--- config.mk ---
export PLATFORM = sky130hd
export DESIGN_NAME = fir_filter_param
export DESIGN_NICKNAME = d
export VERILOG_FILES = /design/src/rtl/fir_filter_param.sv
export SDC_FILE = /design/constraint.sdc
export NUM_CORES = 2
export LEC_CHECK = 0
export CORE_MARGIN = 10
export CORE_UTILIZATION = 50
export CTS_CLUSTER_SIZE = 20
export DETAILED_ROUTE_END_ITERATION = 10
export PLACE_DENSITY = 0.71
export SLEW_MARGIN = 20
export SYNTH_ARGS = -nofsm -noshare
export SYNTH_HDL_FRONTEND = slang
export SYNTH_SLANG_ARGS = --single-unit
--- constraint.sdc ---
create_clock -name clk -period 57.3 [get_ports clk]
set_clock_uncertainty 0.1 [all_clocks]
set_input_delay 5.73 -clock clk [delete_from_list [all_inputs] [get_ports clk]]
set_output_delay 5.73 -clock clk [all_outputs]
set_load 0.03 [all_outputs]
--- src/rtl/fir_filter_param.sv ---
// Runtime-loadable FIR filter: LANES MACs per cycle over NGRP groups, then
// round-half-up, arithmetic shift and saturation into a valid/ready output stage.
module fir_filter_param #(
  parameter int DATA_W = 8,
  parameter int COEF_W = 8,
  parameter int TAPS   = 80,
  parameter int LANES  = 4,
  parameter int SHIFT  = 8,
  parameter int ACC_W  = DATA_W + COEF_W + $clog2(TAPS)
) (
  input  logic                     clk,
  input  logic                     rst,
  input  logic signed [DATA_W-1:0] in_data,
  input  logic                     in_valid,
  output logic                     in_ready,
  output logic signed [DATA_W-1:0] out_data,
  output logic                     out_valid,
  input  logic                     out_ready,
  input  logic                     coef_we,
  input  logic [$clog2(TAPS)-1:0]  coef_addr,
  input  logic signed [COEF_W-1:0] coef_wdata,
  output logic                     busy,
  output logic                     sat_flag
);

  localparam int NGRP = TAPS / LANES;
  localparam int AW   = $clog2(TAPS);
  localparam int GW   = (NGRP > 1) ? $clog2(NGRP) : 1;
  localparam int PW   = DATA_W + COEF_W;

  localparam logic [GW-1:0]          GRP_LAST = GW'(NGRP - 1);
  localparam logic [AW:0]            TAPS_L   = (AW + 1)'(TAPS);
  localparam logic signed [ACC_W:0]  HALF     = (ACC_W + 1)'(2 ** (SHIFT - 1));
  localparam logic signed [ACC_W:0]  MAX_V    = (ACC_W + 1)'(2 ** (DATA_W - 1) - 1);
  localparam logic signed [ACC_W:0]  MIN_V    = (ACC_W + 1)'(-(2 ** (DATA_W - 1)));
  localparam logic signed [DATA_W-1:0] MAX_D  = {1'b0, {(DATA_W - 1){1'b1}}};
  localparam logic signed [DATA_W-1:0] MIN_D  = {1'b1, {(DATA_W - 1){1'b0}}};

  typedef enum logic [1:0] {IDLE, ACCUM, FINAL} state_t;

  state_t                    state;
  logic signed [COEF_W-1:0]  coef  [TAPS];
  logic signed [DATA_W-1:0]  delay [TAPS];
  logic signed [ACC_W-1:0]   acc;
  logic [GW-1:0]             grp;

  logic signed [PW-1:0]      lane_prod [LANES];
  logic signed [ACC_W-1:0]   lane_sum;

  // One product per lane; lane gi of group grp covers tap grp*LANES+gi.
  for (genvar gi = 0; gi < LANES; gi++) begin : g_lane
    logic [AW-1:0] tap_idx;
    assign tap_idx       = AW'(int'(grp) * LANES + gi);
    assign lane_prod[gi] = coef[tap_idx] * delay[tap_idx];
  end

  always_comb begin
    lane_sum = '0;
    for (int j = 0; j < LANES; j++) begin
      lane_sum = lane_sum + ACC_W'(lane_prod[j]);
    end
  end

  // One extra bit so the rounding constant can never wrap the accumulator.
  logic signed [ACC_W:0]     acc_ext;
  logic signed [ACC_W:0]     rnd_sum;
  logic signed [ACC_W:0]     rnd;
  logic                      sat_hi;
  logic                      sat_lo;
  logic signed [DATA_W-1:0]  clamped;

  assign acc_ext = {acc[ACC_W-1], acc};
  assign rnd_sum = acc_ext + HALF;
  assign rnd     = rnd_sum >>> SHIFT;
  assign sat_hi  = rnd > MAX_V;
  assign sat_lo  = rnd < MIN_V;

  always_comb begin
    clamped = rnd[DATA_W-1:0];
    if (sat_hi) begin
      clamped = MAX_D;
    end else if (sat_lo) begin
      clamped = MIN_D;
    end
  end

  assign in_ready = (state == IDLE);
  assign busy     = (state != IDLE);

  always_ff @(posedge clk) begin
    if (rst) begin
      state     <= IDLE;
      acc       <= '0;
      grp       <= '0;
      out_data  <= '0;
      out_valid <= 1'b0;
      sat_flag  <= 1'b0;
      for (int i = 0; i < TAPS; i++) begin
        coef[i]  <= '0;
        delay[i] <= '0;
      end
    end else begin
      if (out_valid && out_ready) begin
        out_valid <= 1'b0;
      end
      case (state)
        IDLE: begin
          if (coef_we && ({1'b0, coef_addr} < TAPS_L)) begin
            coef[coef_addr] <= coef_wdata;
          end
          if (in_valid) begin
            delay[0] <= in_data;
            for (int i = 1; i < TAPS; i++) begin
              delay[i] <= delay[i-1];
            end
            acc   <= '0;
            grp   <= '0;
            state <= ACCUM;
          end
        end
        ACCUM: begin
          acc <= acc + lane_sum;
          grp <= grp + 1'b1;
          if (grp == GRP_LAST) begin
            state <= FINAL;
          end
        end
        FINAL: begin
          // Load only when the output register is free or being drained this edge.
          if (!out_valid || out_ready) begin
            out_data  <= clamped;
            out_valid <= 1'b1;
            if (sat_hi || sat_lo) begin
              sat_flag <= 1'b1;
            end
            state <= IDLE;
          end
        end
        default: state <= IDLE;
      endcase
    end
  end

endmodule

==> impl_results.md <==
* Crit path kind: reg2reg
* Tmin final at 11.36 ns
* Vias in the first global route at 47500
* Fraction of layout cells with a size suffix above 1 at 0.164
* Mux contribution to synthesized area at 0.145
* Starting Density at 0.502
* Tightest Pin Transition at 1.10 ns
* Top-count cell post-synth: edfxtp_1
* Worst Hold Slack at 0.387 ns
* Gpl congestion at 0.933
* Post-synthesis xor/xnor area fraction at 0.00392
* Global Route Usage Sum at 0.197
* Clock tree buffer depth at 3
* Synth Area in Compound Gates at 0.00792
* Die X at 437 um
* Fin area at 96500 um2
* Htree depth at 4
* Critical Path RT at 57.90 ns
* Yosys warns at 0
* CTS tree: yes
* Gr ovfl total at 0
* Simple-gate share of the synthesized area at 0.121
* CP peak stage delay at 0.91 ns
* Die area at 191000 um2
* Async S/R FF share, synth at 0
* Leakage at 0.0363 uW
* Clock insertion delay at the later pin of the skew report at 0.85 ns
* Top Ports at 40
* Setup TNS at 0 ns
* Post-Synth Adder-Cell Area at 0.104
* Cell taking the most area after synthesis: edfxtp_1
* Max VDD drop at 0.203 mV
* Vias at 45000
* Core Region at 173000 um2
* Post-layout nets at 6367
* CP max stage cell: dfxtp_4
* Seq/Total Area, Yosys at 0.584
* Type of destination of the critical path: flop
* Largest net degree at the start of global routing at 313
* FF+latch count, synth at 1709
* Startpoint Class: flop
* Combinational family with the most area after synthesis: multiplexers
* DP Area at 91000 um2
* Total routed wirelength at 186000 um
* Crit path max-delay family: adder cells
* CTS Buf Count at 175
* Layout area overhead at 10.8%
* Worst Path Buf+Inv at 6
* Post-synth top area share at 0.574
* Avg WL per Cell at 22.3 um
* Critical Path Fanout Max at 42
* Num rows at 153
* CTS resizes at 0
* Rel. slew slack at 0.264
* Drt drc at 0
* Highest clock rate at 0.0880 GHz
* Pins Over Slew Limit at 0
* Synthesized area at 87100 um2
* Status: complete, no violations
* Input/output buffers at 39
* Most frequent cells after synthesis: edfxtp_1 (1664), and2_1 (1175), mux4_2 (512), inv_1 (444), fa_1 (386)
* HPWL Detailed at 123000 um
* Yosys cell types at 57
* Worst hold path class: reg2reg
* Register clock-pin slew on the reported worst setup and hold paths at 0.06 ns
* Synth top area cells: edfxtp_1 (57%), mux4_2 (13%), fa_1 (8.9%), and2_1 (8.4%), inv_1 (1.9%)
* Hold-fix buffers at CTS at 0
* Final worst path period share at 0.198
* Setup WS pre-CTS at 45.90 ns
* Final ANT Viol Nets at 0
* Final setup margin at 45.94 ns
* Post-synth EDFFs at 1664
* RSZ-0062 raised after global routing: false
* Final setup viols at 0
* Synth Flop Type: edfxtp_1
* Critical Path AT at 11.96 ns
* PD cells at 59.4 nW/um2
* Die Ht at 437 um
* Total setup buffers inserted after CTS at 0
* Hold Violations, Final at 0
* Clock Sink Count at 1709
* DRT iter0 DRCs at 4348
* First-pass GRT wire length at 289000 um
* Synthesized area per cell at 15.9 um2
* Synth Instances at 5481
* Critical path's most frequent cell: fa_1
* Clock Tree Root: clkbuf_16
* Max-cap check violation count at 0
* Vias/cell at 5.41
* Initial antenna violation count at 7
* First-pass DRT Iterations at 5
==> kinds of logic after synthesis <==
family,count (synthesis)
DFF,1709
adders and majority gates,495
and+or+nand+nor,1822
muxes,579
buffers and inverters,738
AOI/OAI and AO/OA,98
xor gates and xnor gates,39
other,1
==> worst register-to-register path: stages (launching register included) <==
cell and delay [ns]:
dfxtp_4 0.91, buf_4 0.84, buf_4 0.74, mux4_2 0.64, mux4_2 0.54, mux2i_2 0.54, nor2_1 0.40, inv_1 0.17
fa_1 0.45, fa_1 0.52, inv_1 0.06, fa_1 0.56, fa_1 0.44, fa_1 0.48, fa_1 0.43, fa_1 0.52
inv_1 0.05, fa_1 0.48, inv_1 0.04, ha_1 0.34, o21a_1 0.14, o21ai_0 0.11, o31ai_1 0.74, o221ai_1 0.37
o21ai_0 0.24, a21oi_1 0.10, xnor2_1 0.13, a22o_1 0.19
==> where the power goes <==
| group | total [uW] | switching, uW | leakage [uW] | internal (uW) |
|---|---|---|---|---|
| clock | 1100 | 492 | 0.00267 | 609 |
| combinational | 3120 | 1780 | 0.0160 | 1350 |
| sequential | 1510 | 40.0 | 0.0176 | 1470 |
==> routing by layer <==
metal  up-vias  track usage  part of all wire
li1      19900            -                 -
met1     23600        0.273              0.42
met2      1248        0.320              0.49
met3       263       0.0342             0.062
met4         2       0.0569             0.025
met5         -            0          0.000070
==> cell type report <==
| type | count | area, um2 |
|---|---|---|
| inverter | 453 | 1700 |
| fill | 13800 | 76900 |
| clock inverter | 105 | 988 |
| multi-input combinational | 3417 | 34700 |
| tap | 2325 | 2910 |
| timing repair buffer | 88 | 777 |
| sequential | 1709 | 50900 |
| antenna | 1 | 2.50 |
| clock buffer | 219 | 4540 |
==> metrics by stage <==
step,std cells,total power [uW],util
2_1_floorplan,5864,3910,-
3_5_place_dp,7992,4630,0.524
3_3_place_gp,7992,4570,0.524
5_1_grt,8317,6200,0.556
6_report,8317,5730,0.556
4_1_cts,8316,5740,0.556
==> registers in the layout (all words and copies together) (netlist names), named ones only <==
| name | flops |
|---|---|
| sat_flag | 1 |
| out_valid | 1 |
| state | 2 |
| delay | 640 |
| coef | 1024 |
| grp | 5 |
| acc | 23 |
| out_data | 8 |
==> final timing paths <==
kind              cells past startpoint        start  slack [ns]           to
setup / recovery                     27       grp[0]       45.94      acc[22]
hold reg to reg                       1  out_data[1]        0.39  out_data[1]
hold / removal                        1  out_data[1]        0.39  out_data[1]
setup reg to reg                     27       grp[0]       45.94      acc[22]
==> cell usage in the layout, fill, tap and decap left out, types with 113 or more instances in the layout <==
master	instances
nand2_1	113
edfxtp_1	1664
nor2b_1	138
inv_1	444
conb_1	384
nor2_1	240
and2_1	1175
clkbuf_16	175
mux4_2	512
fa_1	386
(Power assumes the default switching activity.)
